## src/rtl/npu_pkg.sv

```systemverilog
// rtl/npu_pkg.sv - shared NPU widths, requant command record and multiply helper
package npu_pkg;

    localparam int DATA_W      = 8;
    localparam int ACC_W       = 32;
    localparam int REQ_SCALE_W = 16;
    localparam int REQ_SHIFT_W = 5;
    localparam int REQ_DIM_W   = 16;
    localparam int REQ_SUM_W   = ACC_W + 1;
    localparam int REQ_PROD_W  = REQ_SUM_W + REQ_SCALE_W + 1;

    typedef struct packed {
        logic [REQ_DIM_W-1:0]   rows;
        logic [REQ_DIM_W-1:0]   cols;
        logic [REQ_DIM_W-1:0]   src_base;
        logic [REQ_DIM_W-1:0]   bias_base;
        logic [REQ_DIM_W-1:0]   dst_base;
        logic [REQ_SCALE_W-1:0] scale;
        logic [REQ_SHIFT_W-1:0] shift;
        logic                   bias_en;
    } req_cmd_t;

    // Signed sum times unsigned scale, widened so the product can never wrap.
    function automatic logic signed [REQ_PROD_W-1:0] req_mul(
        input logic signed [REQ_SUM_W-1:0] sum,
        input logic [REQ_SCALE_W-1:0]      scale
    );
        logic signed [REQ_PROD_W-1:0] a;
        logic signed [REQ_PROD_W-1:0] b;
        a = REQ_PROD_W'(sum);
        b = $signed({{(REQ_PROD_W-REQ_SCALE_W){1'b0}}, scale});
        return a * b;
    endfunction

endpackage

```

## src/rtl/requant_sat.sv

```systemverilog
// rtl/requant_sat.sv - round-half-up right shift of a wide product, saturated to int8
module requant_sat
    import npu_pkg::*;
(
    input  logic signed [REQ_PROD_W-1:0] prod,
    input  logic [REQ_SHIFT_W-1:0]       shift,
    output logic [DATA_W-1:0]            q,
    output logic                         sat
);

    localparam int RES_W = REQ_PROD_W + 1;
    localparam logic signed [RES_W-1:0] SAT_HI = RES_W'((1 << (DATA_W-1)) - 1);
    localparam logic signed [RES_W-1:0] SAT_LO = ~SAT_HI;

    logic signed [RES_W-1:0] half;
    logic signed [RES_W-1:0] rnd;
    logic signed [RES_W-1:0] res;

    always_comb begin
        half = '0;
        if (shift != '0) begin
            half = RES_W'(1) << (shift - 5'd1);
        end
        // One extra bit keeps prod + half exact before the arithmetic shift.
        rnd = RES_W'(prod) + half;
        res = rnd >>> shift;
        sat = 1'b0;
        q   = res[DATA_W-1:0];
        if (res > SAT_HI) begin
            q   = SAT_HI[DATA_W-1:0];
            sat = 1'b1;
        end else if (res < SAT_LO) begin
            q   = SAT_LO[DATA_W-1:0];
            sat = 1'b1;
        end
    end

endmodule

```

## src/rtl/requant_engine.sv

```systemverilog
// rtl/requant_engine.sv - int32 accumulator tile to int8 requantizer (bias, scale, shift, clamp)
module requant_engine
    import npu_pkg::*;
(
    input  logic                   clk,
    input  logic                   rst,
    input  logic                   cmd_valid,
    output logic                   cmd_ready,
    input  logic [REQ_DIM_W-1:0]   rows,
    input  logic [REQ_DIM_W-1:0]   cols,
    input  logic [REQ_DIM_W-1:0]   src_base,
    input  logic [REQ_DIM_W-1:0]   bias_base,
    input  logic [REQ_DIM_W-1:0]   dst_base,
    input  logic [REQ_SCALE_W-1:0] scale,
    input  logic [REQ_SHIFT_W-1:0] shift,
    input  logic                   bias_en,
    output logic                   rd_en,
    output logic [REQ_DIM_W-1:0]   rd_addr,
    input  logic [ACC_W-1:0]       rd_data,
    output logic                   wr_en,
    output logic [REQ_DIM_W-1:0]   wr_addr,
    output logic [DATA_W-1:0]      wr_data,
    output logic [REQ_DIM_W-1:0]   sat_count,
    output logic                   busy,
    output logic                   done
);

    typedef enum logic [2:0] {
        S_IDLE,
        S_RD_BIAS,
        S_RD_ACC,
        S_CALC,
        S_WRITE,
        S_DONE
    } state_t;

    state_t                       state_q, state_d;
    req_cmd_t                     cmd_q, cmd_d;
    logic [REQ_DIM_W-1:0]         col_q, col_d;
    logic [REQ_DIM_W-1:0]         row_q, row_d;
    logic [REQ_DIM_W-1:0]         lin_q, lin_d;
    logic [ACC_W-1:0]             bias_q, bias_d;
    logic signed [REQ_PROD_W-1:0] prod_q, prod_d;
    logic [REQ_DIM_W-1:0]         sat_count_q, sat_count_d;

    logic                         last_col;
    logic                         last_elem;
    logic signed [REQ_SUM_W-1:0]  sum;
    logic [DATA_W-1:0]            q_data;
    logic                         q_sat;

    requant_sat u_sat (
        .prod  (prod_q),
        .shift (cmd_q.shift),
        .q     (q_data),
        .sat   (q_sat)
    );

    assign last_col  = (col_q == cmd_q.cols - 16'd1);
    assign last_elem = last_col && (row_q == cmd_q.rows - 16'd1);
    // rd_data carries the accumulator in S_CALC; bias_q is zero when bias is disabled.
    assign sum       = $signed({rd_data[ACC_W-1], rd_data}) + $signed({bias_q[ACC_W-1], bias_q});
    assign cmd_ready = (state_q == S_IDLE);
    assign busy      = (state_q != S_IDLE);
    assign sat_count = sat_count_q;

    always_comb begin
        state_d     = state_q;
        cmd_d       = cmd_q;
        col_d       = col_q;
        row_d       = row_q;
        lin_d       = lin_q;
        bias_d      = bias_q;
        prod_d      = prod_q;
        sat_count_d = sat_count_q;
        rd_en       = 1'b0;
        rd_addr     = '0;
        wr_en       = 1'b0;
        wr_addr     = '0;
        wr_data     = '0;
        done        = 1'b0;

        case (state_q)
            S_IDLE: begin
                if (cmd_valid) begin
                    cmd_d.rows      = rows;
                    cmd_d.cols      = cols;
                    cmd_d.src_base  = src_base;
                    cmd_d.bias_base = bias_base;
                    cmd_d.dst_base  = dst_base;
                    cmd_d.scale     = scale;
                    cmd_d.shift     = shift;
                    cmd_d.bias_en   = bias_en;
                    col_d           = '0;
                    row_d           = '0;
                    lin_d           = '0;
                    bias_d          = '0;
                    sat_count_d     = '0;
                    if (rows == '0 || cols == '0) begin
                        state_d = S_DONE;
                    end else if (bias_en) begin
                        state_d = S_RD_BIAS;
                    end else begin
                        state_d = S_RD_ACC;
                    end
                end
            end
            S_RD_BIAS: begin
                rd_en   = 1'b1;
                rd_addr = cmd_q.bias_base + col_q;
                state_d = S_RD_ACC;
            end
            S_RD_ACC: begin
                rd_en   = 1'b1;
                rd_addr = cmd_q.src_base + lin_q;
                bias_d  = cmd_q.bias_en ? rd_data : '0;
                state_d = S_CALC;
            end
            S_CALC: begin
                prod_d  = req_mul(sum, cmd_q.scale);
                state_d = S_WRITE;
            end
            S_WRITE: begin
                wr_en   = 1'b1;
                wr_addr = cmd_q.dst_base + lin_q;
                wr_data = q_data;
                if (q_sat && sat_count_q != 16'hFFFF) begin
                    sat_count_d = sat_count_q + 16'd1;
                end
                if (last_elem) begin
                    state_d = S_DONE;
                end else begin
                    lin_d = lin_q + 16'd1;
                    if (last_col) begin
                        col_d = '0;
                        row_d = row_q + 16'd1;
                    end else begin
                        col_d = col_q + 16'd1;
                    end
                    state_d = cmd_q.bias_en ? S_RD_BIAS : S_RD_ACC;
                end
            end
            S_DONE: begin
                done    = 1'b1;
                state_d = S_IDLE;
            end
            default: begin
                state_d = S_IDLE;
            end
        endcase
    end

    always_ff @(posedge clk) begin
        if (rst) begin
            state_q     <= S_IDLE;
            cmd_q       <= '0;
            col_q       <= '0;
            row_q       <= '0;
            lin_q       <= '0;
            bias_q      <= '0;
            prod_q      <= '0;
            sat_count_q <= '0;
        end else begin
            state_q     <= state_d;
            cmd_q       <= cmd_d;
            col_q       <= col_d;
            row_q       <= row_d;
            lin_q       <= lin_d;
            bias_q      <= bias_d;
            prod_q      <= prod_d;
            sat_count_q <= sat_count_d;
        end
    end

endmodule
```

## config.mk

```make
export PLATFORM = sky130hd
export DESIGN_NAME = requant_engine
export DESIGN_NICKNAME = d
export VERILOG_FILES = /design/src/rtl/npu_pkg.sv /design/src/rtl/requant_sat.sv /design/src/rtl/requant_engine.sv
export SDC_FILE = /design/constraint.sdc
export NUM_CORES = 2
export LEC_CHECK = 0
export ABC_AREA = 1
export ABC_CLOCK_PERIOD_IN_PS = 28700
export CORE_MARGIN = 10
export CORE_UTILIZATION = 60
export DETAILED_ROUTE_END_ITERATION = 10
export PLACE_DENSITY = 0.83
export SETUP_SLACK_MARGIN = 0.4
export SKIP_CTS_REPAIR_TIMING = 1
export SYNTH_ARGS = -nofsm -noshare
export SYNTH_HDL_FRONTEND = slang
export SYNTH_HIERARCHICAL = 1
export SYNTH_SLANG_ARGS = --single-unit
```

## constraint.sdc

```tcl
create_clock -name clk -period 28.7 [get_ports clk]
set_input_delay 7.175 -clock clk [delete_from_list [all_inputs] [get_ports clk]]
set_output_delay 7.175 -clock clk [all_outputs]
set_load 0.005 [all_outputs]
```

==> impl_results.md <==
- Status: finished clean
- Core Region: between 0.06 and 0.07 sq mm
- Via count: 42637
- Synth Instances: 6393
- Fin Setup TNS: 0 ps
- Setup crit start kind: input pin
- Multi-input logic area: roughly 0.032 sq mm
- Register area share after synthesis: 0.119
- Unique masters post-synth: 55
- Top-count cell post-synth: nand2_1
- First-pass GRT wire length: about 220000 um
- Measured slew at the worst slew-check pin: 1060 ps
- Worst vdd ir: ~0.11 mV
- All-Layer GR Usage: 0.336
- Clk buf depth: 3
- Total die area: between 0.08 and 0.09 sq mm
- Clk slew on worst S/H paths: approximately 60 ps
- Critical path's slowest cell: fa_1
- Vias/cell: 5.77
- Layout net count: ~7300
- I/O pin cnt: around 200
- Flop2flop setup slack: 19640 ps
- Largest stage delay, worst path: around 710 ps
- CTS root buffer: clkbuf_16
- Largest cells by area after synthesis: fa_1 24%, nand2_1 12%, dfxtp_1 12%
- Fill count: between 6000 and 7000
- Worst Setup End Kind: flip-flop
- Clock skew: ~32 ps
- Max Used Layer: met4
- Gate power share: 0.828
- CTS tree: yes
- Worst Hold Class: reg2reg
- Site Rows: 97
- Synth top area share: 0.241
- Detailed Route WL: around 140000 um
- Buffers added on ports: approximately 200
- # setup viols final: 0
- CTS H-tree lvls: 1
- Pint: 1.88 mW
- Synthesized area per cell: around 6.6 sq um
- Share of cells above drive strength 1: 0.0412
- Antenna cells: 0
- Initial antenna violation count: 1
- Mapped Area: around 0.042 sq mm
- Max Slew Vio Count: 0
- Wire length on met2: approximately 62000 um
- Sequential share of power: 0.087
- Syn nets: approximately 7300
- Final Critical Period: about 16000 ps
- Yosys reg bits: approximately 250
- GP Congestion: a little over 1
- Leak pwr: between 20 and 25 nW
- List of most frequent post-synthesis cells: 1397 x nand2_1, 1156 x inv_1, 749 x nor2_1
- CTS Buf Count: 30
- Async SR Flop Fraction: 0
- Sink Count: ~250
- Met3 WL: approximately 16000 um
- WL met1: between 50000 and 60000 um
- DR pass1 iterations: 6
- Net Sw Frac: 0.593
- Vias in the first global route: ~42000
- Worst-Skew Late Latency: 630 ps
- Predominant post-synthesis flop cell: dfxtp_1
- Max-Cap Viols: 0
- Net switching power: approximately 2.7 mW
- Layout Utilization: 0.654
- Number of flops mapped to enable cells by yosys: 0
- Initial core utilization: 0.604
- Pwr Density: approximately 100 mW/mm^2
- Drt first-iter violations: approximately 4200
- Max Clk Rate: approximately 63 MHz
- Synthesis-to-layout area growth: 8.35%
- Final Hold Fails: 0
- Start of the worst register-to-register path: bias_q[0]
- Register area: 0.00503 sq mm
- Clock Power Share: 0.086
- DR WL/cell: ~19 um
- Largest net degree at the start of global routing: between 100 and 150
- Worst min-delay path startpoint: bias_q[21]
- Die width: approximately 280 um
- Total grt overflow: 0
- Relative slew slack: 0.287
- Worst Path Class, Setup: in2reg
- Final ANT Viol Nets: 0
- Reg2reg path depth: 33
- CP arrival: 16270 ps
- Number of remaining DRC errors: 0
- RSZ-0062 raised after global routing: no
- Crit Reg-Reg Endpoint: prod_q[42]
- Worst Hold Path EP: bias_q[21]
- Yosys warns: 6
- Fin crit share: 0.550
- CP max FO: 13
- Depth of the worst hold-timing path: 2
- Detailed placement HPWL: 111000 um
- Die Ht: about 280 um
- Most frequent CP cell: nand2_1
- Crit path required time: 29200 ps
- Yosys top cell by area: fa_1
[kinds of logic (layout without fill, tap and decap cells)]
group,count (synthesis),in the layout,synth area share
flip-flops,251,251,0.119
AO/OA/AOI/OAI,723,723,0.0929
buffers and inverters,1430,1487,0.130
adder cells (fa/ha/maj),742,742,0.311
AND/OR/NAND/NOR,3112,3112,0.319
multiplexers,1,1,0.000238
other,1,1,0.0000890
XOR/XNOR,133,133,0.0282
[how the worst max path moves through the flow]
| stage | slack, ps | endpoint | startpoint |
|---|---|---|---|
| finish | 12930 | prod_q[42] | rd_data[0] |
| CTS | 13060 | prod_q[42] | rd_data[0] |
| detailed placement | 12400 | prod_q[42] | rd_data[0] |
| global placement | 12580 | prod_q[37] | rd_data[0] |
| floorplan | 14540 | prod_q[42] | rd_data[0] |
| global route | 12510 | prod_q[42] | rd_data[0] |
[layout make-up]
type / instances / area share
multi-input cells: 4712 / 0.694
repair buffers: 239 / 0.0500
clock inverters: 12 / 0.00373
well taps: 940 / 0.0258
flip-flops and latches: 251 / 0.110
clock buffers: 41 / 0.0182
inverters: 1195 / 0.0983
[through the flow]
step	worst slack [ps]	power [mW]	hold slack [ps]	std cells	area (sq um)
floorplan	14540	3.08	448	6393	42100
global placement	12580	4.09	466	7337	44700
detailed placement	12400	4.14	477	7337	44700
CTS	13060	4.56	488	7390	45700
global route	12510	5.08	503	7390	45700
finish	12930	4.63	484	7390	45700
[placed cells by master, fill, tap and decap left out, drive strengths merged, types with 9 or more instances in the layout]
cell and instances:
a21boi 9, a21o 11, a21oi 330, a31oi 11
buf 43, clkbuf 41, clkdlybuf4s50 196, clkinv 19
dfxtp 251, fa 508, ha 234, inv 1184
nand2 1418, nand3 676, nand3b 19, nand4 71
nor2 784, nor3 60, nor4 29, o211ai 22
o21a 11, o21ai 278, o21bai 17, or2 47
xnor2 34, xor2 98
[per-layer routing]
layer  track usage  vias to the layer above
li1              -                    19993
met3        0.0840                      456
met2         0.538                     2321
met4         0.148                        0
met1         0.425                    19867
met5             0                        -
[power groups by stage]
stage,combinational [mW],sequential (mW),clock [mW]
after global routing,4.27,0.403,0.416
after detailed placement,3.74,0.407,0
after floorplan,2.68,0.393,0
after CTS,3.76,0.399,0.403
final,3.83,0.401,0.398
after global placement,3.68,0.406,0
[registers in the layout, summed over array words and instances, names as in the netlist]
signal and flops:
row_q 16, cmd_q 102, col_q 16, prod_q 50, lin_q 16, state_q 3
sat_count 16, bias_q 32
[worst max-delay path: cells and delay by family]
| kind | cells | cell delay [ps] |
|---|---|---|
| compound gates | 2 | 500 |
| buf+inv | 7 | 1160 |
| fa+ha+maj | 9 | 4310 |
| simple gates | 15 | 2990 |
| xor+xnor | 1 | 110 |
Note: power is estimated with default switching activity, not from simulation.
